<file path="src/rtl/text_console_pkg.sv">
// Shared tram/text-mode constants, control codes and state encoding for the text console.
// Also provides the helper that packs a character and its colours into a tram word.
package text_console_pkg;

   localparam int WORD      = 32;
   localparam int BYTE_CNT  = 4;
   localparam int ADDRW     = 11;
   localparam int TEXT_HRES = 84;
   localparam int TEXT_VRES = 24;
   localparam int CHARW     = 8;
   localparam int CIDXW     = 4;
   localparam int DEPTH     = TEXT_HRES * TEXT_VRES;

   localparam logic [6:0]       COL_LAST    = 7'(TEXT_HRES - 1);
   localparam logic [4:0]       ROW_LAST    = 5'(TEXT_VRES - 1);
   localparam logic [ADDRW-1:0] LINE_LAST   = ADDRW'(TEXT_HRES - 1);
   localparam logic [ADDRW-1:0] SCREEN_LAST = ADDRW'(DEPTH - 1);

   localparam logic [CHARW-1:0] CC_BS      = 8'h08;
   localparam logic [CHARW-1:0] CC_LF      = 8'h0A;
   localparam logic [CHARW-1:0] CC_FF      = 8'h0C;
   localparam logic [CHARW-1:0] CC_CR      = 8'h0D;
   localparam logic [CHARW-1:0] BLANK_CODE = 8'h20;

   localparam int FG_LSB = 28;
   localparam int BG_LSB = 24;

   typedef enum logic [1:0] {
      ST_IDLE,
      ST_CLR_LINE,
      ST_CLR_ALL
   } state_e;

   function automatic logic [WORD-1:0] makeWord(input logic [CIDXW-1:0] fg,
                                                input logic [CIDXW-1:0] bg,
                                                input logic [CHARW-1:0] code);
      logic [WORD-1:0] w;
      w                  = '0;
      w[FG_LSB +: CIDXW] = fg;
      w[BG_LSB +: CIDXW] = bg;
      w[CHARW-1:0]       = code;
      return w;
   endfunction

endpackage

</file>
<file path="src/rtl/text_console_wrap_add.sv">
// Advances a line-aligned tram address by one text line, wrapping at the end of the
// screen buffer with a compare-and-subtract instead of a modulo.
module text_console_wrap_add
   import text_console_pkg::*;
(
   input  logic [ADDRW-1:0] base_i,
   output logic [ADDRW-1:0] next_o
);

   logic [ADDRW:0] sum;

   assign sum    = {1'b0, base_i} + (ADDRW+1)'(TEXT_HRES);
   assign next_o = (sum >= (ADDRW+1)'(DEPTH)) ? ADDRW'(sum - (ADDRW+1)'(DEPTH))
                                              : sum[ADDRW-1:0];

endmodule

</file>
<file path="src/rtl/text_console.sv">
// Turns a character/control-code stream into registered tram word writes, maintaining
// the cursor, line wrap, hardware scroll offset and line/screen clears.
module text_console
   import text_console_pkg::*;
(
   input  logic                clk_sys,
   input  logic                rst_sys,
   input  logic                in_valid,
   output logic                in_ready,
   input  logic [CHARW-1:0]    in_char,
   input  logic [CIDXW-1:0]    attr_fg,
   input  logic [CIDXW-1:0]    attr_bg,
   output logic [BYTE_CNT-1:0] tram_we,
   output logic [ADDRW-1:0]    tram_addr,
   output logic [WORD-1:0]     tram_din,
   output logic [ADDRW-1:0]    scroll_offs,
   output logic [6:0]          cursor_col,
   output logic [4:0]          cursor_row,
   output logic                busy
);

   state_e               state_q, state_d;
   logic                 started_q;
   logic [6:0]           col_q, col_d;
   logic [4:0]           row_q, row_d;
   logic [ADDRW-1:0]     lineBase_q, lineBase_d;
   logic [ADDRW-1:0]     scrollOffs_q, scrollOffs_d;
   logic [ADDRW-1:0]     clrCnt_q, clrCnt_d;
   logic [CIDXW-1:0]     fg_q, fg_d, bg_q, bg_d;
   logic [BYTE_CNT-1:0]  we_q, we_d;
   logic [ADDRW-1:0]     addr_q, addr_d;
   logic [WORD-1:0]      din_q, din_d;
   logic [ADDRW-1:0]     lineBaseNext, scrollNext;
   logic                 accept, doNewline;

   text_console_wrap_add uLineAdd (.base_i(lineBase_q),   .next_o(lineBaseNext));
   text_console_wrap_add uScrollAdd (.base_i(scrollOffs_q), .next_o(scrollNext));

   // started_q keeps in_ready low until the first edge after reset is released
   assign in_ready    = started_q && (state_q == ST_IDLE);
   assign accept      = in_valid && in_ready;
   assign busy        = (state_q != ST_IDLE);
   assign tram_we     = we_q;
   assign tram_addr   = addr_q;
   assign tram_din    = din_q;
   assign scroll_offs = scrollOffs_q;
   assign cursor_col  = col_q;
   assign cursor_row  = row_q;

   always_ff @(posedge clk_sys or posedge rst_sys) begin
      if (rst_sys) begin
         state_q      <= ST_IDLE;
         started_q    <= 1'b0;
         col_q        <= '0;
         row_q        <= '0;
         lineBase_q   <= '0;
         scrollOffs_q <= '0;
         clrCnt_q     <= '0;
         fg_q         <= '0;
         bg_q         <= '0;
         we_q         <= '0;
         addr_q       <= '0;
         din_q        <= '0;
      end else begin
         state_q      <= state_d;
         started_q    <= 1'b1;
         col_q        <= col_d;
         row_q        <= row_d;
         lineBase_q   <= lineBase_d;
         scrollOffs_q <= scrollOffs_d;
         clrCnt_q     <= clrCnt_d;
         fg_q         <= fg_d;
         bg_q         <= bg_d;
         we_q         <= we_d;
         addr_q       <= addr_d;
         din_q        <= din_d;
      end
   end

   always_comb begin
      state_d      = state_q;
      col_d        = col_q;
      row_d        = row_q;
      lineBase_d   = lineBase_q;
      scrollOffs_d = scrollOffs_q;
      clrCnt_d     = clrCnt_q;
      fg_d         = fg_q;
      bg_d         = bg_q;
      we_d         = '0;
      addr_d       = addr_q;
      din_d        = din_q;
      doNewline    = 1'b0;

      case (state_q)
         ST_IDLE: begin
            if (accept) begin
               fg_d = attr_fg;
               bg_d = attr_bg;
               case (in_char)
                  CC_CR: col_d = '0;
                  CC_BS: if (col_q != '0) col_d = col_q - 7'd1;
                  CC_LF: doNewline = 1'b1;
                  CC_FF: begin
                     state_d  = ST_CLR_ALL;
                     clrCnt_d = '0;
                  end
                  default: begin
                     we_d   = '1;
                     addr_d = lineBase_q + ADDRW'(col_q);
                     din_d  = makeWord(attr_fg, attr_bg, in_char);
                     if (col_q == COL_LAST) begin
                        col_d     = '0;
                        doNewline = 1'b1;
                     end else begin
                        col_d = col_q + 7'd1;
                     end
                  end
               endcase
               // On the bottom row the old top line is recycled as the new bottom line
               if (doNewline) begin
                  if (row_q != ROW_LAST) begin
                     row_d      = row_q + 5'd1;
                     lineBase_d = lineBaseNext;
                  end else begin
                     lineBase_d   = scrollOffs_q;
                     scrollOffs_d = scrollNext;
                     clrCnt_d     = '0;
                     state_d      = ST_CLR_LINE;
                  end
               end
            end
         end
         ST_CLR_LINE: begin
            we_d   = '1;
            addr_d = lineBase_q + clrCnt_q;
            din_d  = makeWord(fg_q, bg_q, BLANK_CODE);
            if (clrCnt_q == LINE_LAST) state_d = ST_IDLE;
            else                       clrCnt_d = clrCnt_q + 1'b1;
         end
         ST_CLR_ALL: begin
            we_d   = '1;
            addr_d = clrCnt_q;
            din_d  = makeWord(fg_q, bg_q, BLANK_CODE);
            if (clrCnt_q == SCREEN_LAST) begin
               state_d      = ST_IDLE;
               scrollOffs_d = '0;
               lineBase_d   = '0;
               col_d        = '0;
               row_d        = '0;
            end else begin
               clrCnt_d = clrCnt_q + 1'b1;
            end
         end
         default: state_d = ST_IDLE;
      endcase
   end

endmodule

</file>
<file path="config.mk">
export PLATFORM = sky130hd
export DESIGN_NAME = text_console
export DESIGN_NICKNAME = d
export VERILOG_FILES = /design/src/rtl/text_console_pkg.sv /design/src/rtl/text_console_wrap_add.sv /design/src/rtl/text_console.sv
export SDC_FILE = /design/constraint.sdc
export NUM_CORES = 1
export LEC_CHECK = 0
export BUFFER_PORTS_ARGS = -buffer_cell sky130_fd_sc_hd__clkbuf_2
export CORE_ASPECT_RATIO = 0.5
export CORE_MARGIN = 2
export CORE_UTILIZATION = 55
export CTS_CLUSTER_DIAMETER = 60
export DETAILED_ROUTE_END_ITERATION = 10
export PLACE_DENSITY = 0.83
export SETUP_SLACK_MARGIN = 0.5
export SLEW_MARGIN = 20
export SYNTH_ARGS = -nofsm -noshare
export SYNTH_HDL_FRONTEND = slang
export SYNTH_HIERARCHICAL = 1
export SYNTH_SLANG_ARGS = --single-unit
</file>
<file path="constraint.sdc">
create_clock -name clk_sys -period 3.4 [get_ports clk_sys]
set_clock_uncertainty 0.05 [all_clocks]
set_input_delay 0.68 -clock clk_sys [delete_from_list [all_inputs] [get_ports clk_sys]]
set_output_delay 0.68 -clock clk_sys [all_outputs]
set_load 0.01 [all_outputs]
</file>
Word level (Yosys, flattened, before mapping)
Cells that the tools add are included.
Storage, ports and cells
  bits of input ports: 19
  logic and storage cells: 115
  register bits after elaboration: 103
  output and inout bits: 72
  memories: 0
  RAM bits: 0
  latch bits: 0
  bits in read-only memories: 0
Cells by class
  eq/ne operators: 21
  multipliers: 0
  shift-type cells: 0
  bitwise operators: 0
  add/sub/neg operators: 10
  reduce and logical (&&, ||, !) cells: 21
  div/mod/pow operators: 0
  magnitude comparators: 2
  mux-type cells: 49
Operator list (count)
  $mux W11: 17
  $pmux W11 S3: 2
  $mux W32: 2
  $pmux W32 S2: 1
  $pmux W11 S2: 2
  $eq A8 B4 Y1 const B: 4
  $mux W7: 4
  $add A11 B7 Y12 const B: 2
  $ge A12 B11 Y1 const B: 2
  $sub A11 B11 Y11 const B: 2
  $pmux W7 S3: 1
  $mux W5: 4
  $ne A2 B2 Y1 const B: 8
  $reduce_and A5 Y1: 3
  $pmux W7 S2: 1
  $mux W2: 6
  $add A11 B1 Y11 const B: 1
  $add A11 B11 Y11: 1
  $add A11 B7 Y11: 1
  $eq A11 B11 Y1 const B: 1
  $eq A11 B7 Y1 const B: 1
  $pmux W5 S2: 1
  $reduce_and A3 Y1: 3
  $mux W4: 2
  23 further kinds: 31

Logic depth before layout (Yosys ltp)
  depth after elaboration: 8
  mapped depth: 13
  depth with buffers taken out: 12

By module
Netlist, hierarchy kept.
By module, submodules not included
  text_console: sequential area each 2102.0 um^2, area an instance 5123.7 um^2, instances 1, cells each 558
  text_console_wrap_add (uLineAdd): sequential area each 0.0 um^2, area an instance 400.4 um^2, instances 1, cells each 54
  text_console_wrap_add (uScrollAdd): sequential area each 0.0 um^2, area an instance 399.1 um^2, instances 1, cells each 46

Least setup slack after synthesis
OpenSTA, ideal clock, no wires.
  path kind: register to register
  start: register state_q[1]
  end: register addr_q[8], in the netlist tram_addr[8]
  required time: 3213 ps
  buffers on the path: 1
  arrival: 2804 ps
  period minus slack after synthesis: 2991 ps
  stages on the path, launching flop included: 13
  library setup time: 137 ps
  slack: 409 ps
  cells stage by stage: dfrtp_1 > inv_1 > ha_1 > clkbuf_1 > o21ai_0 > ha_1 > fa_1 > a211oi_1 > nor2_1 > o21a_1 > o41a_1 > mux2i_1 > o211ai_1
On the way
  word-level cells in the longest chain between the ends: 5
  elaborated cells on any way between the ends: 10
  classes of those cells: eq/ne (4); mux (1); reduce/logical (5)
Ends and longest elaborated chain
  from (decl): RTL line text_console.sv:22  | state_e state_q, state_d;
  from (signal assigned): RTL line text_console.sv:65  | state_q <= state_d;
  $logic_not A2 Y1: RTL line text_console.sv:40, text_console.sv:94
  $logic_and A1 B1 Y1: RTL line text_console.sv:40  | assign in_ready = started_q && (state_q == ST_IDLE);
  $logic_and A1 B1 Y1: RTL line text_console.sv:41  | assign accept = in_valid && in_ready;
  $ne A2 B2 Y1 (no line)
  $reduce_and A3 Y1 (no line)
  to (signal assigned): RTL line text_console.sv:75  | addr_q <= addr_d;
  to (decl): RTL line text_console.sv:31  | logic [ADDRW-1:0] addr_q, addr_d;
Several ways; a longest one is shown, not always the timed one.
A chain may end at the register's enable or synchronous reset.

Final worst setup path
  start: register col_q[1], in the netlist cursor_col[1]
  end: register addr_q[9], in the netlist tram_addr[9]
On the way
  word-level cells in the longest chain between the ends: 4
Ends and longest elaborated chain
  from (decl): RTL line text_console.sv:24  | logic [6:0] col_q, col_d;
  from (signal assigned): RTL line text_console.sv:67  | col_q <= col_d;
  $add A11 B7 Y11: RTL line text_console.sv:109  | addr_d = lineBase_q + ADDRW'(col_q);
  $mux W11: RTL line text_console.sv:99  | case (in_char)
  $mux W11: RTL line text_console.sv:96  | if (accept) begin
  $pmux W11 S3: RTL line text_console.sv:94  | case (state_q)
Every way passes these cells. The select of a mux whose other input is x is not followed.

==> results.md <==
- Antenna Nets Post-Route: 0
- CP max-delay cell: dfrtp_1
- Yosys top cell area share: 35.5%
- Status: complete, no violations
- Complex-gate fraction of the synthesized area: between 20% and 30%
- Synth Area in Simple Gates: 20.1%
- PwrDens: about 510 mW/mm^2
- TritonCTS clock tree: built
- Relative slew margins: between 50% and 60%
- Number of global-route vias before repair: between 4000 and 5000
- Cell with the most instances after synthesis: dfrtp_1
- Placement Cell Area: between 0.006 and 0.007 mm^2
- Worst-path clk slew: ~0.07 ns
- Wire length of the first global-routing pass: between 20000 and 25000 um
- Post-route cell area: around 0.0066 mm^2
- Wire length per cell: 17.1 um
- Nets: ~760
- Fin. max-slew vios: 0
- Ys Warns: 6
- Final hold violation count: 0
- Mux cell area share after synthesis: under 10%
- Req. time, crit path: between 3 and 4 ns
- Post-synth EDFFs: 0
- Die X: around 150 um
- Yosys reg bits: 84
- DP Cell Count: 840
- H-Tree Level Count: 3
- Synth Area in Adders: 5.83%
- Gr ovfl total: 0
- GR peak layer: met2
- Vias per cell: just over 6
- Bufs on Longest Clock Path: 2
- Share of cells above drive strength 1: between 20% and 30%
- Top FF cell, synth: dfrtp_1
- Top post-synthesis cells by count: 84 x dfrtp_1, 77 x nand2_1, 60 x o21ai_0, 37 x nor2_1
- Worst path arrival time: 2.98 ns
- Met1 Usage GRT: between 30% and 40%
- Root buf cell: clkbuf_16
- Critical Path Max Stage Delay: ~0.53 ns
- Die Height: roughly 77 um
- Crit path time final: roughly 2.8 ns
- Layout area overhead: 11.9%
- Max Fanout on Critical Path: 9
- Via count: between 5000 and 6000
- Row count: 26
- DR pass1 iterations: 5
- Top post-synthesis cells by area: dfrtp_1 35%, ha_1 5.5%, o21ai_0 5.1%
- Crit path buffers/inverters: 1
- Largest family of logic cells by synthesized area: compound AO/OA/AOI/OAI gates
- Post-synthesis async set-or-reset flop share: 100%
- Routed wire length: roughly 15000 um
- VDD IR max: approximately 360 uV
- Final setup viols: 0
- TritonCTS buffer count: 9
- Pleak: between 3 and 4 nW
- Met3 usage: 5.65%
- Element type at the critical path start: register
- Final cell count without fillers: around 860
- Post-Syn Area per Cell: roughly 9 um^2
- Worst-margin pin slew: 0.701 ns
- Cells after Synth: 658
- Number of antenna violations at the first check in global routing: 0
- Yosys cell types: 85
- CP endpoint kind: register
- Yosys top cell by area: dfrtp_1
- Setup TNS: 0 ns
- Core ar.: a little over 0.01 mm^2
- Clock Latency Late Sink: roughly 0.34 ns
- MaxCap Viol Count: 0
- Fin worst setup slack: 0.583 ns
- Starting Density: 57.3%
- RSZ-0062 raised after global routing: yes
- Hold crit path type: in -> async
- Number of port buffers: 74
- Pre-CTS WS: roughly 0.26 ns
- Top Ports: 91
- # DRC: 0
- DR iter-0 viols: 700
- Die ar.: about 0.012 mm^2
- Largest net degree at the start of global routing: 48
- Post-DP HPWL: around 10000 um
- Synth Cell Area: roughly 0.0059 mm^2
- Clock sinks: 84
- Met2 Use GR: a little over 40%
- Placer congestion estimate: between 0.8 and 0.9
- WS Path Type: reg -> reg
- Post-Synth XOR/XNOR Area: just under 3%
- CP top delay family: compound AO/OA/AOI/OAI gates
- Peak Freq: between 0.3 and 0.4 GHz
- # diodes: 0
- Fin crit share: 82.9%
- Sequential fraction of the synthesis area: between 30% and 40%
- Critical path, cell by cell: inv_1 > o21ai_0 > ha_1 > a211oi_1 > nor2_1 > o21a_1 > o31ai_1 > mux2i_1 > o211ai_1
- GRT Overall Usage: between 20% and 30%
- Fill count: 860
[through the flow]
stage                     utilization [%]  total power, mW  hold slack [ns]
after CTS                            63.9             3.35            0.372
after floorplan                         -             2.08            0.426
after global routing                 64.1             3.56            0.400
after detailed placement             60.9             2.38            0.420
after global placement               60.9             2.34            0.414
final                                64.1             3.37            0.353
[logic make-up after synthesis]
family                     Yosys count
adders and majority gates           27
muxes                               42
xor gates and xnor gates            19
AOI/OAI and AO/OA                  187
other                                2
and+or+nand+nor                    225
buffers and inverters               72
DFF                                 84
[sequential cells by signal, indices dropped and copies added (netlist names)]
name,flops
started_q,1
cursor_col,7
tram_we,1
tram_addr,11
tram_din,16
state_q,2
clrCnt_q,11
scroll_offs,11
fg_q,4
cursor_row,5
lineBase_q,11
bg_q,4
[where the power goes]
| part | internal, mW | switching [mW] | leakage [nW] |
|---|---|---|---|
| logic | 0.455 | 0.585 | 1.78 |
| clock network | 0.512 | 0.452 | 0.136 |
| registers | 1.14 | 0.225 | 1.10 |
[layout make-up]
type	instances	area, um^2	share of cell area (%)
clock buffer	9	225	3.40
sequential	84	2100	31.7
timing repair buffer	88	488	7.36
clock inverter	7	66.3	1.00
tap	140	175	2.64
inverter	13	50.0	0.755
multi-input combinational	517	3520	53.1
[worst register-to-register path, stage by stage, from the launching register on]
cell and delay (ns):
dfrtp_1 0.53, inv_1 0.21, o21ai_0 0.41, ha_1 0.33, a211oi_1 0.24, nor2_1 0.11, o21a_1 0.20, o31ai_1 0.30
mux2i_1 0.23, o211ai_1 0.11
[what timing repair did]
action,4_1_cts,5_1_grt
endpoints found under the setup margin,2,1
buffers inserted,1,1
hold buffers,0,0
gates resized for setup,2,4
[worst paths after layout]
| kind | endpoint | from | slack (ns) | cells after the start |
|---|---|---|---|---|
| max in group asynchronous | tram_addr[6] | rst_sys | 2.28 | 3 |
| setup / recovery | tram_addr[9] | cursor_col[1] | 0.58 | 9 |
| setup reg to reg | tram_addr[9] | cursor_col[1] | 0.58 | 9 |
| hold / removal | fg_q[2] | rst_sys | 0.35 | 2 |
| min in group clk_sys | tram_addr[4] | tram_addr[4] | 0.43 | 2 |
| hold reg to reg | tram_addr[4] | tram_addr[4] | 0.43 | 2 |
[cell usage in the layout, fill, tap and decap left out, types with 4 or more instances in the layout]
master     Yosys  routed
nand3_1       17      17
nor3_2         4       4
o211ai_1       5       5
conb_1         2      17
nand2_1       77      77
and2_1         9       9
and3_1         6       6
ha_1          26      24
clkbuf_16      0       9
a22o_1         9       9
a211oi_1       6       5
o21ai_1        7       7
nor3b_1        5       5
nor3_1        14      14
nor2_1        37      37
xor2_1         5       5
inv_6          0       4
a21oi_1       18      18
a31oi_1        6       6
inv_1         12      10
o21a_1         6       6
dfrtp_1       84      84
nand4_1        5       5
clkbuf_2       1      74
o21ai_0       60      59
xnor2_1       13      13
or3_1          4       4
nand2b_1      17      17
mux2i_1       26      26
mux2_2        15      15
a21o_1         7       7
o31ai_1       23      23
buf_4         23      13
[layer usage]
metal  part of all wire, %  up-vias
li1                      -     2479
met1                    45     2490
met2                    45      226
met3                   8.1       21
met4                   1.3        0
met5                     0        -
(Power assumes the default switching activity.)
